--- config.mk ---
export PLATFORM = sky130hd
export DESIGN_NAME = neuron_load_run_sequencer
export DESIGN_NICKNAME = d
export VERILOG_FILES = /design/src/rtl/neuron_seq_pkg.sv /design/src/rtl/spike_word_packer.sv /design/src/rtl/neuron_load_run_sequencer.sv
export SDC_FILE = /design/constraint.sdc
export NUM_CORES = 1
export LEC_CHECK = 0
export ABC_AREA = 1
export CORE_MARGIN = 3
export CORE_UTILIZATION = 53
export DETAILED_ROUTE_END_ITERATION = 10
export HOLD_SLACK_MARGIN = 0.06
export PLACE_DENSITY = 0.82
export SLEW_MARGIN = 0
export SYNTH_ARGS = -nofsm -noshare
export SYNTH_HDL_FRONTEND = slang
export SYNTH_SLANG_ARGS = --single-unit
--- constraint.sdc ---
create_clock -name clk -period 43.4 [get_ports clk]
set_clock_uncertainty 0.15 [all_clocks]
set_input_delay 13.02 -clock clk [delete_from_list [all_inputs] [get_ports clk]]
set_output_delay 13.02 -clock clk [all_outputs]
set_load 0.01 [all_outputs]
--- src/rtl/neuron_seq_pkg.sv ---
// Shared types and constants for the neuron load/run sequencer: FSM states,
// per-neuron field order and watchdog limits.
package neuron_seq_pkg;

    localparam int unsigned WORD_W      = 16;
    localparam int unsigned TIMEOUT_WR  = 255;
    localparam int unsigned TIMEOUT_RUN = 65535;

    typedef enum logic [2:0] {IDLE, LOAD, RUNLEN, RUN, READ} state_e;
    typedef enum logic [1:0] {VMEM, MU, NEURONI, Q} field_e;

    // Fields are always programmed VMEM -> MU -> NEURONI -> Q, then wrap.
    function automatic field_e next_field(input field_e f);
        case (f)
            VMEM:    return MU;
            MU:      return NEURONI;
            NEURONI: return Q;
            default: return VMEM;
        endcase
    endfunction

endpackage

--- src/rtl/spike_word_packer.sv ---
// Holds the end-of-run spike snapshot and presents readout word k, with every
// bit at or beyond the active neuron count forced to zero.
module spike_word_packer
    import neuron_seq_pkg::*;
#(
    parameter int NUM_NEURON      = 512,
    parameter int NEURON_ID_WIDTH = 9
) (
    input  logic                         clk,
    input  logic                         reset,
    input  logic                         snap_en_i,
    input  logic [NUM_NEURON-1:0]        spike_state_i,
    input  logic [NEURON_ID_WIDTH:0]     active_n_i,
    input  logic [NEURON_ID_WIDTH-4:0]   word_idx_i,
    output logic [WORD_W-1:0]            word_o
);

    localparam int IDX_W = NEURON_ID_WIDTH + 1;
    localparam int WSH   = $clog2(WORD_W);

    logic [NUM_NEURON-1:0] snap_q;
    logic [IDX_W-1:0]      base;
    logic [IDX_W-1:0]      idx;

    // NOTE: the snapshot is wide but still reset, so rd_data reads 0 out of
    // reset instead of whatever the flops powered up with.
    always_ff @(posedge clk or posedge reset) begin
        if (reset) begin
            snap_q <= '0;
        end else if (snap_en_i) begin
            snap_q <= spike_state_i;
        end
    end

    assign base = {word_idx_i, {WSH{1'b0}}};

    always_comb begin
        word_o = '0;
        idx    = '0;
        for (int i = 0; i < WORD_W; i++) begin
            idx = base + IDX_W'(i);
            // idx < N <= NUM_NEURON, so the truncated index is always in range.
            if (idx < active_n_i) begin
                word_o[i] = snap_q[idx[NEURON_ID_WIDTH-1:0]];
            end
        end
    end

endmodule

--- src/rtl/neuron_load_run_sequencer.sv ---
// Host-facing load/run/readout sequencer for the neuron array.
// Optional watchdog on stalled writes and stalled runs: `define NEURON_SEQ_TIMEOUT_EN.
module neuron_load_run_sequencer
    import neuron_seq_pkg::*;
#(
    parameter int FP_DATA_WIDTH   = 16,
    parameter int TEN_DATA_WIDTH  = 2,
    parameter int NUM_NEURON      = 512,
    parameter int NEURON_ID_WIDTH = 9
) (
    input  logic                         clk,
    input  logic                         reset,
    input  logic [FP_DATA_WIDTH-1:0]     host_data,
    input  logic                         host_valid,
    output logic                         host_ready,
    output logic [NEURON_ID_WIDTH-1:0]   neuron_sel,
    output logic                         wr_vmem,
    output logic                         wr_mu,
    output logic                         wr_neuronI,
    output logic                         wr_q,
    output logic [FP_DATA_WIDTH-1:0]     wr_data,
    input  logic                         wr_done,
    output logic                         run_en,
    input  logic                         network_done,
    input  logic [NUM_NEURON-1:0]        spike_state,
    output logic [FP_DATA_WIDTH-1:0]     rd_data,
    output logic                         rd_valid,
    input  logic                         rd_ready,
    output logic [NEURON_ID_WIDTH:0]     active_count,
    output logic                         busy,
    output logic                         cfg_err
);

    localparam int CNT_W  = NEURON_ID_WIDTH + 1;
    localparam int WCNT_W = NEURON_ID_WIDTH - 3;

    state_e                   state_q, state_d;
    field_e                   field_q, field_d;
    logic [CNT_W-1:0]         sel_q, sel_d;
    logic [CNT_W-1:0]         n_q, n_d;
    logic [15:0]              epoch_q, epoch_d;
    logic [WCNT_W-1:0]        word_q, word_d;
    logic                     pending_q, pending_d;
    logic [FP_DATA_WIDTH-1:0] wr_data_q, wr_data_d;
    logic                     cfg_err_q, cfg_err_d;
    logic                     rd_valid_q, rd_valid_d;
    logic                     snap_en;
`ifdef NEURON_SEQ_TIMEOUT_EN
    logic [15:0]              wd_q, wd_d;
`endif

    logic [CNT_W-1:0]  hdr_n;
    logic [CNT_W-1:0]  n_minus1;
    logic [WCNT_W-1:0] last_word;

    assign hdr_n     = host_data[NEURON_ID_WIDTH:0];
    assign n_minus1  = n_q - CNT_W'(1);
    assign last_word = n_minus1[CNT_W-1 -: WCNT_W];

    // NOTE: state registers use non-blocking assignments so every flop samples
    // the pre-edge value of every other flop, independent of block order.
    always_ff @(posedge clk or posedge reset) begin
        if (reset) begin
            state_q    <= IDLE;
            field_q    <= VMEM;
            sel_q      <= '0;
            n_q        <= '0;
            epoch_q    <= '0;
            word_q     <= '0;
            pending_q  <= 1'b0;
            wr_data_q  <= '0;
            cfg_err_q  <= 1'b0;
            rd_valid_q <= 1'b0;
`ifdef NEURON_SEQ_TIMEOUT_EN
            wd_q       <= '0;
`endif
        end else begin
            state_q    <= state_d;
            field_q    <= field_d;
            sel_q      <= sel_d;
            n_q        <= n_d;
            epoch_q    <= epoch_d;
            word_q     <= word_d;
            pending_q  <= pending_d;
            wr_data_q  <= wr_data_d;
            cfg_err_q  <= cfg_err_d;
            rd_valid_q <= rd_valid_d;
`ifdef NEURON_SEQ_TIMEOUT_EN
            wd_q       <= wd_d;
`endif
        end
    end

    // NOTE: every signal gets a default before the case so no path leaves one
    // unassigned, which would otherwise infer a latch.
    always_comb begin
        state_d    = state_q;
        field_d    = field_q;
        sel_d      = sel_q;
        n_d        = n_q;
        epoch_d    = epoch_q;
        word_d     = word_q;
        pending_d  = pending_q;
        wr_data_d  = wr_data_q;
        cfg_err_d  = cfg_err_q;
        rd_valid_d = rd_valid_q;
        snap_en    = 1'b0;
        host_ready = 1'b0;
`ifdef NEURON_SEQ_TIMEOUT_EN
        wd_d       = '0;
`endif
        case (state_q)
            IDLE: begin
                host_ready = 1'b1;
                if (host_valid) begin
                    if (hdr_n == '0 || hdr_n > CNT_W'(NUM_NEURON)) begin
                        cfg_err_d = 1'b1;
                    end else begin
                        n_d       = hdr_n;
                        cfg_err_d = 1'b0;
                        sel_d     = '0;
                        field_d   = VMEM;
                        state_d   = LOAD;
                    end
                end
            end
            LOAD: begin
                host_ready = !pending_q;
                if (!pending_q) begin
                    if (host_valid) begin
                        pending_d = 1'b1;
                        // Narrow fields are latched zero-extended so the array sees clean data.
                        case (field_q)
                            Q:       wr_data_d = FP_DATA_WIDTH'(host_data[TEN_DATA_WIDTH-1:0]);
                            NEURONI: wr_data_d = FP_DATA_WIDTH'(host_data[NEURON_ID_WIDTH-1:0]);
                            default: wr_data_d = host_data;
                        endcase
                    end
                end else if (wr_done) begin
                    pending_d = 1'b0;
                    field_d   = next_field(field_q);
                    if (field_q == Q) begin
                        if (sel_q == n_minus1) begin
                            sel_d   = '0;
                            state_d = RUNLEN;
                        end else begin
                            sel_d = sel_q + CNT_W'(1);
                        end
                    end
                end
`ifdef NEURON_SEQ_TIMEOUT_EN
                else if (wd_q == 16'(TIMEOUT_WR - 1)) begin
                    pending_d = 1'b0;
                    cfg_err_d = 1'b1;
                    state_d   = IDLE;
                end else begin
                    wd_d = wd_q + 16'd1;
                end
`endif
            end
            RUNLEN: begin
                host_ready = 1'b1;
                if (host_valid) begin
                    epoch_d = host_data[15:0];
                    word_d  = '0;
                    if (host_data[15:0] == 16'd0) begin
                        snap_en = 1'b1;
                        state_d = READ;
                    end else begin
                        state_d = RUN;
                    end
                end
            end
            RUN: begin
                if (network_done) begin
                    epoch_d = epoch_q - 16'd1;
                    if (epoch_q == 16'd1) begin
                        snap_en = 1'b1;
                        state_d = READ;
                    end
                end
`ifdef NEURON_SEQ_TIMEOUT_EN
                else if (wd_q == 16'(TIMEOUT_RUN - 1)) begin
                    cfg_err_d = 1'b1;
                    state_d   = IDLE;
                end else begin
                    wd_d = wd_q + 16'd1;
                end
`endif
            end
            READ: begin
                if (!rd_valid_q) begin
                    rd_valid_d = 1'b1;
                end else if (rd_ready) begin
                    if (word_q == last_word) begin
                        rd_valid_d = 1'b0;
                        word_d     = '0;
                        state_d    = IDLE;
                    end else begin
                        word_d = word_q + WCNT_W'(1);
                    end
                end
            end
            default: state_d = IDLE;
        endcase
    end

    spike_word_packer #(
        .NUM_NEURON      (NUM_NEURON),
        .NEURON_ID_WIDTH (NEURON_ID_WIDTH)
    ) u_packer (
        .clk           (clk),
        .reset         (reset),
        .snap_en_i     (snap_en),
        .spike_state_i (spike_state),
        .active_n_i    (n_q),
        .word_idx_i    (word_q),
        .word_o        (rd_data)
    );

    assign wr_vmem      = pending_q && (field_q == VMEM);
    assign wr_mu        = pending_q && (field_q == MU);
    assign wr_neuronI   = pending_q && (field_q == NEURONI);
    assign wr_q         = pending_q && (field_q == Q);
    assign wr_data      = wr_data_q;
    assign neuron_sel   = sel_q[NEURON_ID_WIDTH-1:0];
    assign run_en       = (state_q == RUN);
    assign busy         = (state_q != IDLE);
    assign active_count = n_q;
    assign cfg_err      = cfg_err_q;
    assign rd_valid     = rd_valid_q;

endmodule
==> impl_results.md <==
* Clock sinks at 578
* Port buffer count at about 590
* Register-to-Register Path Depth at 10
* CTS resizes at 0
* Initial antenna violation count at 17
* Pwr dens at approximately 53 nW/um^2
* Register bit total from synthesis at 578
* Reg2reg end: u_packer.snap_q[478]$_DFFE_PP0P_
* Placed Area at around 34000 um^2
* WHS at 0.315 ns
* Synth Instances at between 3000 and 4000
* CTS tree: done
* Final ANT Viol Nets at 0
* Clock insertion delay at the later pin of the skew report at 0.62 ns
* Row count at 84
* Multiplexer share of the synthesized area at 0%
* DRT Pass-1 Iters at 6
* Layout cells sized above 1 at 3.54%
* TNS Setup at 0 ns
* CP endpoint kind: output pin
* R2R Path Start: state_q[1]$_DFFE_PP0P_
* GP Congestion at just under 1
* Net Count, Synth at 4269
* Final period util at 42.5%
* Remaining Overflow, GRT at 0
* Post-layout util at 68.6%
* Post-detailed-route wirelength per cell at 21.0 um
* Actual slew at the worst max-slew pin at 1.39 ns
* Hold depth at 2
* H-tree level count at 2
* Largest stage delay on the critical path at 0.81 ns
* First DRT Iteration DRCs at 3288
* Overall power at 1.91 mW
* Drt drc at 0
* Final setup viols at 0
* Vias post-DR at 27973
* CTS Buf Count at 60
* Largest net degree at the start of global routing at approximately 230
* CP startpoint kind: register
* Leakage at about 18 nW
* R2R Setup Slk at 38.34 ns
* Worst Path Arrival at between 5 and 6 ns
* First-pass GRT wire length at roughly 150 mm
* Root buf cell: clkbuf_16
* Slowest cell on the critical path: dfrtp_4
* Max cap viols at 0
* Post-synthesis xor/xnor area fraction at 0.431%
* Clock slew at reported path FFs at 0.06 ns
* Unique cell type count in the Yosys netlist at 44
* Vias per cell at ~5.7
* Largest family of logic cells by synthesized area: simple AND/OR/NAND/NOR gates
* I/O pins at about 590
* Yosys warns at 0
* Post-layout min period at 18.45 ns
* Status: completed
* DRT Wirelength at just over 100 mm
* Hold crit path type: reg -> reg
* CTS hold repair buffers at 0
* Slew HR at 7.14%
* F_max at 54.2 MHz
* Post-CTS Setup Inserts at 0
* Vias in the first global route at 26516
* Peak supply drop at 44.5 uV
* Mapped cell area at 28500 um^2
* WP data required at just over 30 ns
* Die area at around 57000 um^2
* Seq/Total Area, Yosys at around 51%
* Top cell family by delay on the critical path: buffers and inverters
* Syn avg cell area at 7.66 um^2
* Crit Path Category: reg -> out
* Area growth syn-to-layout at 27.3%
* Initial Util at 53.9%
* Hold Path End: u_packer.snap_q[169]$_DFFE_PP0P_
* Fin. Hold Viols at 0
* Synth Area in Compound Gates at 13.2%
* CTS max path bufs at 3
* Nets at 4711
* GRT Util Overall at a little over a third
* Worst Hold Launch: u_packer.snap_q[169]$_DFFE_PP0P_
* Worst Path Buf+Inv at 4
* Synth Area in Simple Gates at 27.1%
* Adder-Cell Fraction of Synth Area at less than 1%
* Die height at 238 um
* Die width at 238 um
* CP cell instances: buf_4, clkinv_2, buf_4, o21ai_0, o221ai_1, o211ai_1, nand3_1, o21ai_0, nor2_1, clkdlybuf4s50_1
* HPWL after DPL at 72.9 mm
* Crit path max fanout at 67
* Design area at 36200 um^2
* Core Box Area at around 53000 um^2
* Final slew viol count at 0
* RSZ-0062 raised after global routing: false
-- power by group --
| group | total, mW | internal (mW) | switching [mW] |
|---|---|---|---|
| logic | 0.733 | 0.254 | 0.479 |
| registers | 0.621 | 0.568 | 0.0529 |
| clock network | 0.556 | 0.332 | 0.224 |
| total | 1.91 | 1.15 | 0.756 |
-- cell usage after synthesis, drive strengths merged --
cell type  count  area share (%)
o211a          1           0.035
a21o           1           0.026
a31oi         10            0.22
a21oi        161             2.8
a21boi         1           0.026
nand3        147             2.6
nor3           8            0.20
nor2         201             2.7
o21a           2           0.053
dfrtp        578              51
o211ai        55             1.4
buf          152             3.9
clkbuf        85             1.1
nand2       1596              21
nor4           3           0.066
nand4         15            0.33
o221ai         9            0.28
ha            18            0.79
o21ai        396             7.0
nand3b         2           0.053
a32o           6            0.21
xor2          14            0.43
or2            2           0.044
a22oi          6            0.16
o22ai         37            0.81
inv          203             2.7
clkinv         3           0.040
and3           2           0.044
o31ai          1           0.026
a211oi         2           0.053
-- worst max path at each step --
stage,from,to,slack [ns],cells past startpoint
4_1_cts,word_q[1]$_DFFE_PP0P_,rd_data[12],25.12,10
6_report,word_q[1]$_DFFE_PP0P_,rd_data[4],24.95,10
3_3_place_gp,host_data[14],u_packer.snap_q[311]$_DFFE_PP0P_,25.75,10
3_5_place_dp,host_data[0],u_packer.snap_q[485]$_DFFE_PP0P_,25.69,12
5_1_grt,word_q[1]$_DFFE_PP0P_,rd_data[12],24.87,10
2_1_floorplan,reset,active_count[0]$_DFFE_PP0P_,14.06,1
-- cell usage in the layout (no fill, tap or decap), types with 14 or more instances in the layout --
| master | count |
|---|---|
| ha_1 | 18 |
| nand4_1 | 15 |
| nand3_1 | 146 |
| dfrtp_1 | 575 |
| nand2_1 | 1595 |
| nor2_1 | 196 |
| buf_4 | 22 |
| o21ai_0 | 393 |
| o22ai_1 | 37 |
| clkbuf_16 | 61 |
| a21oi_1 | 161 |
| o211ai_1 | 55 |
| xor2_1 | 14 |
| clkdlybuf4s50_1 | 593 |
| clkinv_2 | 15 |
| inv_1 | 193 |
-- layer usage --
metal	global-route usage [%]	vias to the layer above	wire [um]
met3	6.91	290	9640
li1	-	12767	-
met1	47.3	13304	40500
met5	0	-	58
met4	17.7	10	5460
met2	55.9	1602	47600
-- cell type report --
| class | count | area [um^2] |
|---|---|---|
| timing repair buffer | 617 | 6140 |
| clock buffer | 78 | 1680 |
| multi-input combinational | 2696 | 11800 |
| tap | 688 | 861 |
| sequential | 578 | 14500 |
| clock inverter | 30 | 430 |
| inverter | 206 | 800 |
| antenna | 13 | 32.5 |
| fill | 4282 | 16600 |
-- cells by family after synthesis --
family / count (synthesis)
DFF: 578
and+or+nand+nor: 1976
buffers and inverters: 443
adders and majority gates: 18
xor gates and xnor gates: 14
AOI/OAI and AO/OA: 688
-- metrics by stage --
step / instances / setup WS (ns)
after floorplan: 3717 / 14.06
after global placement: 4785 / 25.75
after detailed placement: 4785 / 25.69
after CTS: 4893 / 25.12
after global routing: 4905 / 24.87
final: 4906 / 24.95
-- worst reg2reg max path: stages (launching register included) --
cell	delay, ns
dfrtp_1	0.53
nand3_2	0.41
inv_2	0.46
nand3_1	0.19
o21ai_4	0.24
buf_4	0.56
clkinv_8	0.68
buf_4	0.79
buf_4	0.59
nand2_1	0.27
nand2_1	0.07
-- state kept, by name (all words and copies together) (netlist names), 2 cells and up --
name and cells:
sel_q 10, active_count 10, word_q 6, u_packer.snap_q 512, wr_data 16, field_q 2
epoch_q 16, state_q 3
Power figures use the tool's default switching activity.
